==> config.mk <==
export PLATFORM = sky130hd
export DESIGN_NAME = cdc_tx_scheduler
export DESIGN_NICKNAME = d
export VERILOG_FILES = /design/src/rtl/cdc_pkg.sv /design/src/rtl/bus_synchronizer.sv /design/src/rtl/cdc_tx_scheduler.sv
export SDC_FILE = /design/constraint.sdc
export NUM_CORES = 1
export LEC_CHECK = 0
export CORE_MARGIN = 2
export CORE_UTILIZATION = 30
export CTS_BUF_LIST = sky130_fd_sc_hd__clkbuf_8
export CTS_CLUSTER_SIZE = 10
export DETAILED_ROUTE_END_ITERATION = 8
export PLACE_DENSITY = 0.66
export SYNTH_ARGS = -nofsm -noshare
export SYNTH_HDL_FRONTEND = slang
export SYNTH_SLANG_ARGS = --single-unit
export TNS_END_PERCENT = 20
==> constraint.sdc <==
create_clock -name clk -period 1.7 [get_ports clk]
set_input_delay 0.34 -clock clk [delete_from_list [all_inputs] [get_ports clk]]
set_output_delay 0.34 -clock clk [all_outputs]
set_load 0.01 [all_outputs]
==> src/rtl/cdc_pkg.sv <==
// Shared definitions for the source-side CDC transmit scheduler.
package cdc_pkg;

  typedef enum logic [1:0] {
    ST_IDLE    = 2'd0,
    ST_SEND    = 2'd1,
    ST_RELEASE = 2'd2
  } state_t;

  localparam int unsigned DEFAULT_STAGE_COUNT = 2;

endpackage

==> src/rtl/bus_synchronizer.sv <==
// Multi-flop resynchronizer for a quasi-static bus into the local clock domain.
module bus_synchronizer #(
  parameter int unsigned BUS_WIDTH   = 1,
  parameter int unsigned STAGE_COUNT = 2
) (
  input  logic                 clk,
  input  logic                 reset_n,
  input  logic [BUS_WIDTH-1:0] asynchronous_bus,
  output logic [BUS_WIDTH-1:0] synchronous_bus
);

  logic [STAGE_COUNT-1:0][BUS_WIDTH-1:0] stage_q;

  always_ff @(posedge clk or negedge reset_n) begin
    if (!reset_n) begin
      stage_q <= '0;
    end else begin
      stage_q[0] <= asynchronous_bus;
      for (int unsigned i = 1; i < STAGE_COUNT; i++) begin
        stage_q[i] <= stage_q[i-1];
      end
    end
  end

  assign synchronous_bus = stage_q[STAGE_COUNT-1];

endmodule

==> src/rtl/cdc_tx_scheduler.sv <==
// Round-robin arbiter driving one 4-phase valid/ack CDC channel from the source domain.
module cdc_tx_scheduler
  import cdc_pkg::*;
#(
  parameter int unsigned NUM_REQ        = 4,
  parameter int unsigned BUS_WIDTH      = 8,
  parameter int unsigned STAGE_COUNT    = DEFAULT_STAGE_COUNT,
  parameter int unsigned TIMEOUT_CYCLES = 255
) (
  input  logic                         clk,
  input  logic                         reset_n,
  input  logic [NUM_REQ-1:0]           req_valid,
  input  logic [NUM_REQ*BUS_WIDTH-1:0] req_data,
  output logic [NUM_REQ-1:0]           req_ready,
  input  logic                         ack_async,
  output logic                         asynchronous_data_valid,
  output logic [BUS_WIDTH-1:0]         asynchronous_data,
  output logic [$clog2(NUM_REQ)-1:0]   grant_id,
  output logic                         busy,
  output logic                         xfer_done,
  output logic                         timeout_err
);

  localparam int unsigned ID_W  = $clog2(NUM_REQ);
  localparam int unsigned CNT_W = (TIMEOUT_CYCLES > 1) ? $clog2(TIMEOUT_CYCLES) : 1;
  localparam bit          TO_EN = (TIMEOUT_CYCLES != 0);
  // Timeout fires on the edge that completes the TIMEOUT_CYCLES-th cycle in a phase.
  localparam logic [CNT_W-1:0] TO_LAST = CNT_W'((TIMEOUT_CYCLES > 0) ? TIMEOUT_CYCLES - 1 : 0);

  state_t               state_q;
  logic [ID_W-1:0]      ptr_q;
  logic [ID_W-1:0]      ptr_d;
  logic [CNT_W-1:0]     cnt_q;
  logic [NUM_REQ-1:0]   req_ready_q;
  logic                 valid_q;
  logic [BUS_WIDTH-1:0] data_q;
  logic [ID_W-1:0]      grant_q;
  logic                 xfer_done_q;
  logic                 timeout_q;

  logic                 ack_sync;
  logic                 win_found;
  logic [ID_W-1:0]      win_idx;
  logic [BUS_WIDTH-1:0] win_data;
  int unsigned          cand;

  bus_synchronizer #(
    .BUS_WIDTH   (1),
    .STAGE_COUNT (STAGE_COUNT)
  ) u_ack_sync (
    .clk              (clk),
    .reset_n          (reset_n),
    .asynchronous_bus (ack_async),
    .synchronous_bus  (ack_sync)
  );

  // First asserted request scanning upward from the pointer, wrapping.
  always_comb begin
    win_found = 1'b0;
    win_idx   = '0;
    win_data  = '0;
    cand      = 0;
    for (int unsigned i = 0; i < NUM_REQ; i++) begin
      cand = (int'(ptr_q) + i) % NUM_REQ;
      if (!win_found && req_valid[cand]) begin
        win_found = 1'b1;
        win_idx   = ID_W'(cand);
        win_data  = req_data[cand*BUS_WIDTH +: BUS_WIDTH];
      end
    end
    ptr_d = (win_idx == ID_W'(NUM_REQ - 1)) ? '0 : win_idx + 1'b1;
  end

  always_ff @(posedge clk or negedge reset_n) begin
    if (!reset_n) begin
      state_q     <= ST_IDLE;
      ptr_q       <= '0;
      cnt_q       <= '0;
      req_ready_q <= '0;
      valid_q     <= 1'b0;
      data_q      <= '0;
      grant_q     <= '0;
      xfer_done_q <= 1'b0;
      timeout_q   <= 1'b0;
    end else begin
      req_ready_q <= '0;
      xfer_done_q <= 1'b0;
      timeout_q   <= 1'b0;
      case (state_q)
        ST_IDLE: begin
          if (win_found && !ack_sync) begin
            data_q      <= win_data;
            grant_q     <= win_idx;
            req_ready_q <= NUM_REQ'(1) << win_idx;
            valid_q     <= 1'b1;
            ptr_q       <= ptr_d;
            cnt_q       <= '0;
            state_q     <= ST_SEND;
          end
        end
        ST_SEND: begin
          if (ack_sync) begin
            valid_q <= 1'b0;
            cnt_q   <= '0;
            state_q <= ST_RELEASE;
          end else if (TO_EN && cnt_q == TO_LAST) begin
            valid_q   <= 1'b0;
            timeout_q <= 1'b1;
            cnt_q     <= '0;
            state_q   <= ST_RELEASE;
          end else if (TO_EN) begin
            cnt_q <= cnt_q + 1'b1;
          end
        end
        ST_RELEASE: begin
          if (!ack_sync) begin
            xfer_done_q <= 1'b1;
            cnt_q       <= '0;
            state_q     <= ST_IDLE;
          end else if (TO_EN && cnt_q == TO_LAST) begin
            timeout_q <= 1'b1;
            cnt_q     <= '0;
            state_q   <= ST_IDLE;
          end else if (TO_EN) begin
            cnt_q <= cnt_q + 1'b1;
          end
        end
        default: begin
          valid_q <= 1'b0;
          cnt_q   <= '0;
          state_q <= ST_IDLE;
        end
      endcase
    end
  end

  assign req_ready               = req_ready_q;
  assign asynchronous_data_valid = valid_q;
  assign asynchronous_data       = data_q;
  assign grant_id                = grant_q;
  assign busy                    = (state_q != ST_IDLE);
  assign xfer_done               = xfer_done_q;
  assign timeout_err             = timeout_q;

endmodule

==> summary.txt <==
Synthesis
  • Share of the synthesized area in the top cell type: 0.287
  • Top FF cell, synth: dfrtp_1
  • Net Count, Synth: 309
  • Synth Warn #: 0
  • Top-count cell post-synth: dfrtp_1
  • #FFs+latches synth: 31
  • Netlist Area Pre-Place: roughly 2700 um2
  • Synthesized netlist cell count: 261
  • Largest area contributor in the netlist: dfrtp_1
  • Synth cell count leaders: dfrtp_1, mux4_2, nand2_1, inv_1, nor2_1
  • Synth Area per Inst: 10.3 um2
  • Synth area leaders: dfrtp_1, mux4_2, mux2i_1
  • Async S/R FF share, synth: 1.00
  • Synth cell types: 43
  • Register area share after synthesis: 0.287
  • Number of synthesized flops with an enable pin: 0

Run
  • Max cap viols: 0

STA
  • Actual slew at the worst max-slew pin: 0.374 ns
  • Final Critical Period: 1.76 ns
  • Worst slew margin: 0.751
  • Max Fclk: 0.567 GHz
  • RSZ-0062 raised after global routing: true
  • Clock skew: 0.00353 ns
  • Slew Viols, Final: 0
  • Period utilisation layout: 1.04
  • Fin. Hold Viols: 0
  • Endpoints failing setup: 8
  • Post-route setup slack: -0.0643 ns

Detailed routing
  • Wire per inst: 14.8 um
  • Routed vias: 2331
  • Drt drc: 0
  • Initial DRC Count: 125
  • Via-to-Cell Ratio: 5.15
  • Drt first pass iters: 6
  • Antenna-violating nets left: 0
  • Routed Wire Length: 6720 um

CTS
  • CTS tree: built
  • Clock transition at path regs: 0.06 ns
  • H-tree Lvls: 2
  • Clock sink count: 31
  • Hold_buf cts: 0
  • Clock Tree Buf Depth: 2
  • Root Driver: clkbuf_8
  • Insertion delay to the later sink of the worst-skew pair: 0.28 ns
  • CTS Buf Count: 5

Placed design
  • Dpl hpwl: 5070 um
  • GPL Wtd Cong: 0.804
  • Input/output buffers: 56

Worst setup path
  • Critical path fanouts, max: 8
  • Crit-path slowest cell: dfrtp_2
  • Worst r2r src: ptr_q[0]$_DFFE_PN0P_
  • Worst setup EP type: flop
  • CP startpoint: ptr_q[0]$_DFFE_PN0P_
  • CP startpoint kind: flop
  • Crit path DAT: roughly 1.9 ns
  • Critical path, cell by cell: buf_6 > or3b_4 > a211oi_4 > buf_4 > a22oi_1 > o21ai_2 > a21oi_2
  • Critical Path Max Stage Delay: roughly 0.43 ns
  • Required time of the worst setup path: around 1.9 ns
  • WS Path Type: reg -> reg

Finish
  • Fraction of layout cells with a size suffix above 1: 0.296
  • Fin nets: 392
  • Inserted Diodes: 0
  • Fin util: 0.432
  • Synthesis-to-layout area growth: 39.6%

Die
  • Die footprint: 9780 um2
  • Die width: 98.9 um
  • Ports: 57
  • Die Ht: 98.9 um
  • Initial cell density of the core: 0.310
  • Row Count: 34
  • Core Region: 8720 um2

Worst hold path
  • Hold Path Class: reg -> reg
  • Start point of the worst hold path: u_ack_sync.stage_q[0]$_DFF_PN0_

Power and ir drop
  • Peak VDD IR: 0.000562 V
  • PD cells: around 1400 nW/um2
  • Pwr Total: 5.31 mW
  • LEAKAGE: about 1.6 nW

GRT
  • Vias in the first global route: 2219
  • Grt total ovfl: 0
  • Largest net degree at the start of global routing: 32
  • First-pass GRT wire length: 11000 um
  • Antenna violations before repair: 0
  • GR Util All Layers: 0.135

Status
  • Failing checks: setup timing
  • Outcome: complete, but fails checks
[where the power goes]
group,internal [mW],switching [mW]
registers,0.952,0.133
clock network,0.363,0.256
logic,1.93,1.67
total,3.25,2.06
[cells by family (layout without fill, tap and decap cells)]
logic type               Yosys count  in the layout  share of synthesized area
flip-flops                        31             31                      0.287
XOR/XNOR                           6              6                     0.0195
adder cells (fa/ha/maj)            9              9                     0.0417
AO/OA/AOI/OAI                     65             65                      0.177
buffers and inverters             36            120                     0.0621
multiplexers                      44             44                      0.280
AND/OR/NAND/NOR                   70             70                      0.132
[layout make-up]
cell class                      instances  area (um2)
Clock buffer                            7        96.3
Clock inverter                          1        3.75
Fill cell                             820        4950
Inverter                               19        71.3
Multi-Input combinational cell        194        1780
Sequential cell                        31         777
Tap cell                              108         135
Timing Repair Buffer                   93         907
[registers in the layout, summed over array words and instances, names as in the netlist]
name / cells
asynchronous_data_valid: 1
state_q: 2
timeout_err: 1
req_ready: 4
u_ack_sync.synchronous_bus: 1
ptr_q: 2
cnt_q: 8
asynchronous_data: 8
grant_id: 2
u_ack_sync.stage_q: 1
xfer_done: 1
[layout by cell type, fill, tap and decap left out, drive strengths merged, types with 2 or more instances in the layout]
master         netlist  final
a21oi               23     23
a22o                 2      2
a22oi                8      8
and2                 4      4
and3                 2      2
buf                 16     36
clkbuf               1      9
clkdlybuf4s50        0     51
dfrtp               31     31
dlygate4sd2          0      4
ha                   9      9
inv                 19     20
mux2                 3      3
mux2i               16     16
mux4                25     25
nand2               21     21
nand2b               2      2
nand3                2      2
nand3b               4      4
nand4                2      2
nor2                18     18
nor2b                4      4
nor3                 3      3
o21ai               16     16
o311a                2      2
o31ai                9      9
or3                  2      2
or3b                 4      4
xnor2                3      3
xor2                 3      3
[final timing paths]
path	end	slack, ns	cells after the start
min reg2reg	u_ack_sync.synchronous_bus$_DFF_PN0_	0.37	0
min in group asynchronous	req_ready[2]$_DFF_PN0_	0.44	2
min	u_ack_sync.synchronous_bus$_DFF_PN0_	0.37	0
max in group asynchronous	ptr_q[0]$_DFFE_PN0P_	0.97	2
max reg2reg	asynchronous_data[2]$_DFFE_PN0P_	-0.06	7
max	asynchronous_data[2]$_DFFE_PN0P_	-0.06	7
[timing repair]
| action | in CTS | in global routing |
|---|---|---|
| endpoints found under the setup margin | 24 | 17 |
| resized for setup | 8 | 8 |
| setup buffers | 3 | 0 |
| cloned | 0 | 1 |
| pin swaps | 2 | 1 |
[per-stage QoR]
step | instance area (um2) | std cells | TNS [ns] | setup WS [ns] | hold WS, ns
after CTS | 3720 | 452 | -0.401 | -0.0535 | 0.372
after global placement | 3590 | 441 | -10.26 | -0.473 | 0.338
after detailed placement | 3590 | 441 | -10.70 | -0.508 | 0.335
after floorplan | 2710 | 261 | -0.170 | -0.0210 | 0.0444
after global routing | 3770 | 453 | -1.15 | -0.136 | 0.393
final | 3770 | 453 | -0.392 | -0.0643 | 0.373
[metal layers]
layer,vias to the layer above,global-route usage,wire (um)
met4,0,0.0263,46
met1,1122,0.203,3290
met2,66,0.202,3030
met5,-,0,0
li1,1137,-,-
met3,6,0.0277,357
[critical path: cells and delay by family, from the launching register on]
family,cells,cell delay (ns)
AND/OR/NAND/NOR,1,0.38
AO/OA/AOI/OAI,4,0.50
buffers and inverters,2,0.34
flip-flops,1,0.43
Power figures use the tool's default switching activity.
